File: config.mk
export PLATFORM = sky130hd
export DESIGN_NAME = plugin_pixel_batch_dma_flat
export DESIGN_NICKNAME = d
export VERILOG_FILES = /design/src/rtl/plugin_pixel_batch_dma_if.sv /design/src/rtl/plugin_pixel_batch_dma.sv /design/src/flat_wrapper.sv
export SDC_FILE = /design/constraint.sdc
export NUM_CORES = 1
export LEC_CHECK = 0
export CAP_MARGIN = 20
export CORE_MARGIN = 2
export CORE_UTILIZATION = 44
export CTS_CLUSTER_SIZE = 28
export DETAILED_ROUTE_END_ITERATION = 10
export HOLD_SLACK_MARGIN = 0.05
export PLACE_DENSITY = 0.77
export RECOVER_POWER = 100
export SLEW_MARGIN = 20
export SYNTH_ARGS = -nofsm -noshare
export SYNTH_HDL_FRONTEND = slang
export SYNTH_SLANG_ARGS = --single-unit
File: constraint.sdc
create_clock -name clk -period 2.3 [get_ports clk]
set_input_delay 0.575 -clock clk [delete_from_list [all_inputs] [get_ports clk]]
set_output_delay 0.575 -clock clk [all_outputs]
set_load 0.03 [all_outputs]
File: src/rtl/plugin_pixel_batch_dma_if.sv
// Memory-port and pixel-processor signals of the pixel batch DMA, grouped for the master (DMA)
// and slave (memory + processor) sides.
interface plugin_pixel_batch_dma_if;
  logic        mem_req_o;
  logic        mem_we_o;
  logic [31:0] mem_addr_o;
  logic [31:0] mem_wdata_o;
  logic        mem_gnt_i;
  logic        mem_rvalid_i;
  logic [31:0] mem_rdata_i;
  logic        proc_start_o;
  logic [31:0] proc_rgb_o;
  logic        proc_busy_i;
  logic        proc_done_i;
  logic [31:0] proc_gray_i;

  modport master (
    output mem_req_o, mem_we_o, mem_addr_o, mem_wdata_o,
    input  mem_gnt_i, mem_rvalid_i, mem_rdata_i,
    output proc_start_o, proc_rgb_o,
    input  proc_busy_i, proc_done_i, proc_gray_i
  );

  modport slave (
    input  mem_req_o, mem_we_o, mem_addr_o, mem_wdata_o,
    output mem_gnt_i, mem_rvalid_i, mem_rdata_i,
    input  proc_start_o, proc_rgb_o,
    output proc_busy_i, proc_done_i, proc_gray_i
  );
endinterface

File: src/rtl/plugin_pixel_batch_dma.sv
// Batch feeder: reads RGB pixels, runs each through the pixel processor, writes the gray result.
// One memory transaction outstanding at a time; request signals held until granted.
module plugin_pixel_batch_dma #(
  parameter int CNT_WIDTH      = 16,
  parameter int TIMEOUT_CYCLES = 1024
) (
  input  logic                 clk,
  input  logic                 reset_n,
  input  logic                 start_i,
  input  logic [31:0]          src_addr_i,
  input  logic [31:0]          dst_addr_i,
  input  logic [CNT_WIDTH-1:0] count_i,
  output logic                 busy_o,
  output logic                 done_o,
  output logic                 error_o,
  output logic [CNT_WIDTH-1:0] progress_o,
  plugin_pixel_batch_dma_if.master bus
);

  localparam int TW = $clog2(TIMEOUT_CYCLES + 1);
  localparam logic [TW-1:0] TMO_LAST = TW'(TIMEOUT_CYCLES - 1);

  typedef enum logic [2:0] {
    IDLE, RD_REQ, RD_WAIT, P_START, P_ARM, P_WAIT, WR_REQ, FIN
  } state_t;

  state_t               state_q, state_d;
  logic [31:0]          src_q, src_d;
  logic [31:0]          dst_q, dst_d;
  logic [CNT_WIDTH-1:0] cnt_q, cnt_d;
  logic [CNT_WIDTH-1:0] prog_q, prog_d;
  logic [CNT_WIDTH-1:0] prog_inc;
  logic [31:0]          rgb_q, rgb_d;
  logic [31:0]          gray_q, gray_d;
  logic [TW-1:0]        tmo_q, tmo_d;
  logic                 err_q, err_d;

  assign prog_inc       = prog_q + 1'b1;
  assign busy_o         = (state_q != IDLE) && (state_q != FIN);
  assign error_o        = err_q;
  assign progress_o     = prog_q;
  assign bus.proc_rgb_o = rgb_q;

  always_comb begin
    state_d              = state_q;
    src_d                = src_q;
    dst_d                = dst_q;
    cnt_d                = cnt_q;
    prog_d               = prog_q;
    rgb_d                = rgb_q;
    gray_d               = gray_q;
    tmo_d                = tmo_q;
    err_d                = err_q;
    done_o               = 1'b0;
    bus.mem_req_o        = 1'b0;
    bus.mem_we_o         = 1'b0;
    bus.mem_addr_o       = '0;
    bus.mem_wdata_o      = '0;
    bus.proc_start_o     = 1'b0;

    case (state_q)
      IDLE: begin
        if (start_i) begin
          src_d   = src_addr_i;
          dst_d   = dst_addr_i;
          cnt_d   = count_i;
          prog_d  = '0;
          err_d   = 1'b0;
          state_d = (count_i == '0) ? FIN : RD_REQ;
        end
      end
      RD_REQ: begin
        bus.mem_req_o  = 1'b1;
        bus.mem_addr_o = src_q;
        if (bus.mem_gnt_i) state_d = RD_WAIT;
      end
      RD_WAIT: begin
        if (bus.mem_rvalid_i) begin
          rgb_d   = bus.mem_rdata_i;
          state_d = P_START;
        end
      end
      P_START: begin
        bus.proc_start_o = 1'b1;
        state_d          = P_ARM;
      end
      // Dead cycle so a done level left over from the previous pixel is not taken as ours.
      P_ARM: begin
        tmo_d   = '0;
        state_d = P_WAIT;
      end
      P_WAIT: begin
        if (bus.proc_done_i && !bus.proc_busy_i) begin
          gray_d  = bus.proc_gray_i;
          state_d = WR_REQ;
        end else if (tmo_q == TMO_LAST) begin
          err_d   = 1'b1;
          state_d = FIN;
        end else begin
          tmo_d = tmo_q + 1'b1;
        end
      end
      WR_REQ: begin
        bus.mem_req_o   = 1'b1;
        bus.mem_we_o    = 1'b1;
        bus.mem_addr_o  = dst_q;
        bus.mem_wdata_o = gray_q;
        if (bus.mem_gnt_i) begin
          prog_d  = prog_inc;
          src_d   = src_q + 32'd4;
          dst_d   = dst_q + 32'd4;
          state_d = (prog_inc == cnt_q) ? FIN : RD_REQ;
        end
      end
      FIN: begin
        done_o  = 1'b1;
        state_d = IDLE;
      end
      default: state_d = IDLE;
    endcase
  end

  always_ff @(posedge clk or negedge reset_n) begin
    if (!reset_n) begin
      state_q <= IDLE;
      src_q   <= '0;
      dst_q   <= '0;
      cnt_q   <= '0;
      prog_q  <= '0;
      rgb_q   <= '0;
      gray_q  <= '0;
      tmo_q   <= '0;
      err_q   <= 1'b0;
    end else begin
      state_q <= state_d;
      src_q   <= src_d;
      dst_q   <= dst_d;
      cnt_q   <= cnt_d;
      prog_q  <= prog_d;
      rgb_q   <= rgb_d;
      gray_q  <= gray_d;
      tmo_q   <= tmo_d;
      err_q   <= err_d;
    end
  end

endmodule

File: src/flat_wrapper.sv
// flat-port wrapper written by rule: the top's interface ports become plain ports
module plugin_pixel_batch_dma_flat 
#(
  parameter int CNT_WIDTH      = 16,
  parameter int TIMEOUT_CYCLES = 1024
)
  (clk, reset_n, start_i, src_addr_i, dst_addr_i, count_i, busy_o, done_o, error_o, progress_o, bus_mem_req_o, bus_mem_we_o, bus_mem_addr_o, bus_mem_wdata_o, bus_mem_gnt_i, bus_mem_rvalid_i, bus_mem_rdata_i, bus_proc_start_o, bus_proc_rgb_o, bus_proc_busy_i, bus_proc_done_i, bus_proc_gray_i);
  plugin_pixel_batch_dma_if bus_i ();
  input  logic clk;
  input  logic reset_n;
  input  logic start_i;
  input  logic [31:0] src_addr_i;
  input  logic [31:0] dst_addr_i;
  input  logic [CNT_WIDTH-1:0] count_i;
  output logic busy_o;
  output logic done_o;
  output logic error_o;
  output logic [CNT_WIDTH-1:0] progress_o;
  output wire logic [$bits(bus_i.mem_req_o)-1:0] bus_mem_req_o;
  output wire logic [$bits(bus_i.mem_we_o)-1:0] bus_mem_we_o;
  output wire logic [$bits(bus_i.mem_addr_o)-1:0] bus_mem_addr_o;
  output wire logic [$bits(bus_i.mem_wdata_o)-1:0] bus_mem_wdata_o;
  input wire logic [$bits(bus_i.mem_gnt_i)-1:0] bus_mem_gnt_i;
  input wire logic [$bits(bus_i.mem_rvalid_i)-1:0] bus_mem_rvalid_i;
  input wire logic [$bits(bus_i.mem_rdata_i)-1:0] bus_mem_rdata_i;
  output wire logic [$bits(bus_i.proc_start_o)-1:0] bus_proc_start_o;
  output wire logic [$bits(bus_i.proc_rgb_o)-1:0] bus_proc_rgb_o;
  input wire logic [$bits(bus_i.proc_busy_i)-1:0] bus_proc_busy_i;
  input wire logic [$bits(bus_i.proc_done_i)-1:0] bus_proc_done_i;
  input wire logic [$bits(bus_i.proc_gray_i)-1:0] bus_proc_gray_i;
  assign bus_mem_req_o = bus_i.mem_req_o;
  assign bus_mem_we_o = bus_i.mem_we_o;
  assign bus_mem_addr_o = bus_i.mem_addr_o;
  assign bus_mem_wdata_o = bus_i.mem_wdata_o;
  assign bus_i.mem_gnt_i = bus_mem_gnt_i;
  assign bus_i.mem_rvalid_i = bus_mem_rvalid_i;
  assign bus_i.mem_rdata_i = bus_mem_rdata_i;
  assign bus_proc_start_o = bus_i.proc_start_o;
  assign bus_proc_rgb_o = bus_i.proc_rgb_o;
  assign bus_i.proc_busy_i = bus_proc_busy_i;
  assign bus_i.proc_done_i = bus_proc_done_i;
  assign bus_i.proc_gray_i = bus_proc_gray_i;
  plugin_pixel_batch_dma #(.CNT_WIDTH(CNT_WIDTH), .TIMEOUT_CYCLES(TIMEOUT_CYCLES)) u_core (.clk(clk), .reset_n(reset_n), .start_i(start_i), .src_addr_i(src_addr_i), .dst_addr_i(dst_addr_i), .count_i(count_i), .busy_o(busy_o), .done_o(done_o), .error_o(error_o), .progress_o(progress_o), .bus(bus_i));
endmodule
* Yosys cells after proc, flatten, opt, wreduce, memory -nomap -nowiden
Cells that the tools add are included.
** Storage, ports and cells
- Flip-flop bits (word level) :: 175
- Latch bits :: 0
- RAM bits :: 0
- Memory bits (read-only) :: 0
- Output and inout bits :: 118
- Logic and storage cells :: 79
- Memories :: 0
** Cells by class
- Add/subtract/negate cells :: 4
- $mul :: 0
- Divide/modulo/power cells :: 0
- $lt $le $gt $ge :: 0
- Equality and inequality tests :: 18
- Shifts and indexed selects :: 0
- Muxes and demuxes :: 31
- Bitwise logic cells :: 0
- Reduce and logical (&&, ||, !) cells :: 17
** Operators with widths (number)
- case mux 32 bit (2 select lines) :: 3
- 2-to-1 mux 32 bit :: 5
- adder 32 x 3 -> 32 bit, second input constant :: 2
- 2-to-1 mux 16 bit :: 2
- case mux 16 bit (2 select lines) :: 1
- 2-to-1 mux 3 bit :: 8
- case mux 3 bit (8 select lines) :: 1
- 2-to-1 mux 11 bit :: 2
- case mux 11 bit (2 select lines) :: 1
- adder 16 x 1 -> 16 bit, second input constant :: 1
- == test 16 bit :: 1
- logical NOT 16 bit :: 1
- == test 3 bit, second input constant :: 4
- inequality test 2 bit, second input constant :: 6
- adder 11 x 1 -> 11 bit, second input constant :: 1
- == test 11 x 10 -> 1 bit, second input constant :: 1
- 2-to-1 mux 1 bit :: 7
- == test 3 x 2 -> 1 bit, second input constant :: 2
- AND reduction 2 bit :: 3
- AND reduction 3 bit :: 2
- nonzero test 2 bit :: 3
- AND reduction 5 bit :: 1
- AND reduction 4 bit :: 1
- == test 3 x 1 -> 1 bit, second input constant :: 1
- other kinds (9) :: 10

* Longest topological paths before layout
- Depth in word-level cells :: 5
- Gate-level depth with buffers :: 9

* Least setup slack after synthesis
No wires, ideal clock.
- Path kind :: register to register
- Start :: register u_core.prog_q[0] (netlist: u_core.progress_o[0])
- End :: register u_core.state_q[1]
- Setup time :: 0.082 ns
- Arrival time :: 2.364 ns
- Data required time :: 2.218 ns
- Setup slack :: -0.146 ns
- Cell stages (with the launch flop) :: 9
- Path buffers :: 1
- Period minus slack after synthesis :: 2.446 ns
- Path through :: dfrtp_1 > ha_1 > clkbuf_1 > nand4_1 > or4_4 > xnor2_2 > nor4_2 > a41oi_1 > a31oi_1
** On the way
- Cells in the longest elaborated chain, start to end :: 5
** RTL lines
- from (decl) :: RTL line plugin_pixel_batch_dma.sv:31 : logic [CNT_WIDTH-1:0] prog_q, prog_d;
- from (signal assigned) :: RTL line plugin_pixel_batch_dma.sv:139 : prog_q <= prog_d;
- adder 16 x 1 -> 16 bit :: RTL line plugin_pixel_batch_dma.sv:38 : assign prog_inc = prog_q + 1'b1;
- == test 16 bit :: RTL line plugin_pixel_batch_dma.sv:112 : state_d = (prog_inc == cnt_q) ? FIN : RD_REQ;
- 2-to-1 mux 3 bit :: RTL line plugin_pixel_batch_dma.sv:112
- 2-to-1 mux 3 bit :: RTL line plugin_pixel_batch_dma.sv:108 : if (bus.mem_gnt_i) begin
- case mux 3 bit (8 select lines) :: RTL line plugin_pixel_batch_dma.sv:61 : case (state_q)
- to (signal assigned) :: RTL line plugin_pixel_batch_dma.sv:135 : state_q <= state_d;
- to (decl) :: RTL line plugin_pixel_batch_dma.sv:27 : state_t state_q, state_d;
Every way passes these cells. The select of a mux whose other input is x is not followed.
A chain may end at the register's enable or synchronous reset.

* Final worst setup path
- Start :: register u_core.state_q[1]
- End :: output bus_mem_addr_o[4]
** On the way
- Cells in the longest elaborated chain, start to end :: 2
- Elaborated cells between the ends (all ways) :: 3
- Those cells by class :: eq/ne: 2; mux: 1
** RTL lines
- == test 3 bit / == test 3 x 1 -> 1 bit (equally long branches) :: RTL line plugin_pixel_batch_dma.sv:61
- case mux 32 bit (2 select lines) (*) :: RTL line plugin_pixel_batch_dma.sv:61
- to (decl) :: RTL line flat_wrapper.sv:21 : output wire logic [$bits(bus_i.mem_addr_o)-1:0] bus_mem_addr_o;
Mark *: on every way between the ends. The rest lies on a longest branch, timed or not.

==> results_dict.tcl <==
set metrics [dict create \
    async_reset_ff_frac 1.000 \
    timing.slew.headroom 0.2471 \
    multi_input_area_sq_um 5109 \
    post-synth-top-count-cell "dfrtp_1" \
    yosysTopAreaCellShare 0.4498 \
    setup_tns_ns -1.813 \
    dpl.hpwl_mm 21.38 \
    fp.coreArea_sq_um 21760 \
    start_util 0.4475 \
    clk_pin_slew_ns 0.09 \
    hold_class "in -> async" \
    synth-adder-area-share 0.005141 \
    min_period_over_period 1.037 \
    cts_max_level 4 \
    ys.flop_type "dfrtp_1" \
    synth-edff-count 0 \
    antenna_found_initial 2 \
    synth_xor_area_frac 0.03007 \
    failed_checks "setup timing" \
    utilization 0.6495 \
    register_area_sq_um 4389 \
    drive_above_1_share 0.1777 \
    synth_top_family_by_area "simple AND/OR/NAND/NOR gates" \
    grt_pass1_wl_mm 50.01 \
    end_kind "output port" \
    synth_compound_area_frac 0.1482 \
    dieHeight_um 152.8 \
    power-per-cell-area_nw_per_um2 1135 \
    die_x_um 152.8 \
    fillCellCount 1773 \
    syn_inst 1022 \
    worstPathArrival_ns 1.81 \
    portBuffers 268 \
    cpMaxStageDelayCell "dfrtp_2" \
    drt_wl_total_mm 31.70 \
    hold_viol 0 \
    synthMuxAreaShare 0.1081 \
    clock_skew_ns 0.01715 \
    r2r_cells 9 \
    fin_hold_ws_ns 0.3405 \
    pre_cts_slack_ns 0.04435 \
    worst_pin_slew_ns 1.129 \
    holdBufCountCts 0 \
    track_usage 0.2663 \
    synth_top_cell_by_area "dfrtp_1" \
    cts.root.buffer_cell "clkbuf_16" \
    tritoncts "built" \
    crit_path_frequent_cell "buf_12" \
    crit_buf_inv 3 \
    synth_area_sq_um 9736 \
    start_kind "register" \
    worstReg2RegEnd "u_core.src_q[25]" \
    max_clock_freq_ghz 0.4193 \
    slew_violations 0 \
    critPathTopFamily "flip-flops" \
    clock_path_buffers 2 \
    syn_area_per_cell_sq_um 9.526 \
    dieArea_sq_um 23330 \
    ioPinCount 269 \
    drc_errors 0 \
    grt_pass1_vias 9424 \
    cts_sinks 175 \
    leakagePower_nw 6.135 \
    drt-initial-drc-count 656 \
    synthTopCellsByCount "dfrtp_1 (175), nand2_1 (171), mux2_1 (62), nor2_1 (52), nand3_1 (44)" \
    avgViaCountPerCell 5.779 \
    postRouteAntennaNets 0 \
    r2r_start "u_core.state_q[0]" \
    rsz0062_at_grt "true" \
    clk_latency_ns 0.44 \
    grt_max_degree 48 \
    required_ns 1.73 \
    wl_per_cell_um 19.63 \
    reg2reg_slack_ns -0.01 \
    critical_path_class "reg -> out" \
    status "finished, violations left" \
    maxCapViolCount 0 \
    synth_cell_type_count 73 \
    ys_top_cells_by_area "dfrtp_1 (45%), mux2_1 (7.2%), nand2_1 (6.6%)" \
    cp_max_fo 8 \
    place_area_sq_um 12960 \
    final_nets 1476 \
    cp_cell_sequence "nor3b_4 > buf_6 > buf_12 > a22o_1 > buf_12" \
    dr.pass1.iters 5 \
    ys_ff_latch 175 \
    cpPeakStageDelay_ns 0.46 \
    synth-simple-area-share 0.2181 \
    syn_nets 1177 \
    placementRows 54 \
    vias 9333 \
    syn2layout_area_growth_pct 45.14 \
    finalSetupViolCount 52 \
    postLayoutCellArea_sq_um 14130 \
    synth_seq_area_share 0.4498 \
    layout_setup_ws_ns -0.08487 \
    fin_crit_ns 2.385 \
    peakVddDrop_v 0.0006188 \
    place_congestion 0.8958 \
    grt_overflow_total 0 \
    ys_warn_count 0 \
    numCtsBuffers 17 \
]
==> routing by layer <==
metal	vias to the layer above	wire [um]	global-route usage
met5	-	0	0
met3	72	2845	0.07935
met2	441	15330	0.4335
li1	4299	-	-
met4	0	858	0.09215
met1	4521	12670	0.3396
==> cell type report <==
class	count	share of cell area
Antenna cell	1	0.0001771
Clock buffer	17	0.03011
Clock inverter	15	0.01488
Inverter	9	0.002568
Multi-Input combinational cell	764	0.3616
Sequential cell	175	0.3106
Tap cell	280	0.02479
Timing Repair Buffer	354	0.2553
==> logic make-up after synthesis <==
group | count (synthesis)
flops | 175
simple gates | 418
xor+xnor | 31
mux | 97
compound gates | 214
fa+ha+maj | 4
buf+inv | 83
==> worst max path at each step <==
stage | depth (start not counted) | endpoint | from
5_1_grt | 5 | bus_mem_addr_o[4] | u_core.state_q[0]
6_report | 5 | bus_mem_addr_o[4] | u_core.state_q[1]
4_1_cts | 5 | bus_mem_addr_o[4] | u_core.state_q[0]
3_3_place_gp | 7 | u_core.state_q[1] | u_core.progress_o[1]
2_1_floorplan | 8 | u_core.state_q[1] | u_core.progress_o[0]
3_5_place_dp | 7 | u_core.state_q[1] | u_core.progress_o[1]
==> worst register-to-register path: cells and delay by family, from the launching register on <==
kind                   cells  cell delay, ns
buffers and inverters      5            0.99
AND/OR/NAND/NOR            3            0.59
flip-flops                 1            0.41
AO/OA/AOI/OAI              1            0.22
==> per-stage QoR <==
step                      power [mW]  instances
after floorplan                9.387       1022
after global placement         12.01       1554
after detailed placement       12.20       1554
after CTS                      15.75       1605
after global routing           16.89       1614
final                          16.04       1615
==> where the power goes <==
group	internal, mW	switching, mW
Sequential	4.32	1.31
Clock	1.60	1.51
Combinational	3.46	3.83
==> sequential cells by signal (all words and copies together), names as in the netlist <==
register	cells
u_core.progress_o	16
u_core.tmo_q	11
u_core.gray_q	32
u_core.cnt_q	16
u_core.dst_q	32
u_core.src_q	32
u_core.bus.proc_rgb_o	32
u_core.error_o	1
u_core.state_q	3
==> cell usage in the layout (no fill, tap or decap), types with 6 or more instances in the layout <==
cell type / n
dfrtp_1: 167
mux2_1: 62
o31ai_1: 6
buf_6: 43
nor3_1: 18
nand2_1: 170
xor2_1: 6
nand4_1: 14
inv_1: 8
clkbuf_2: 8
nor4_1: 8
mux2i_1: 32
xnor2_1: 23
a22o_1: 28
o21ai_0: 28
and4_1: 10
and2_1: 35
a21oi_1: 40
buf_12: 18
o21ai_1: 23
nand3_1: 44
buf_4: 76
clkbuf_16: 19
nor2b_1: 6
nor2_1: 51
a32oi_1: 20
o22ai_1: 18
and3_1: 17
dfrtp_2: 8
a31oi_1: 10
clkdlybuf4s50_1: 194
==> timing repair <==
action                     4_1_cts  5_1_grt
hold endpoints to repair         0        0
gates cloned                     3        2
setup buffers                   16        8
setup endpoints to repair       71       76
pin swaps                        3        8
resized for setup               60       35
(Power assumes the default switching activity.)
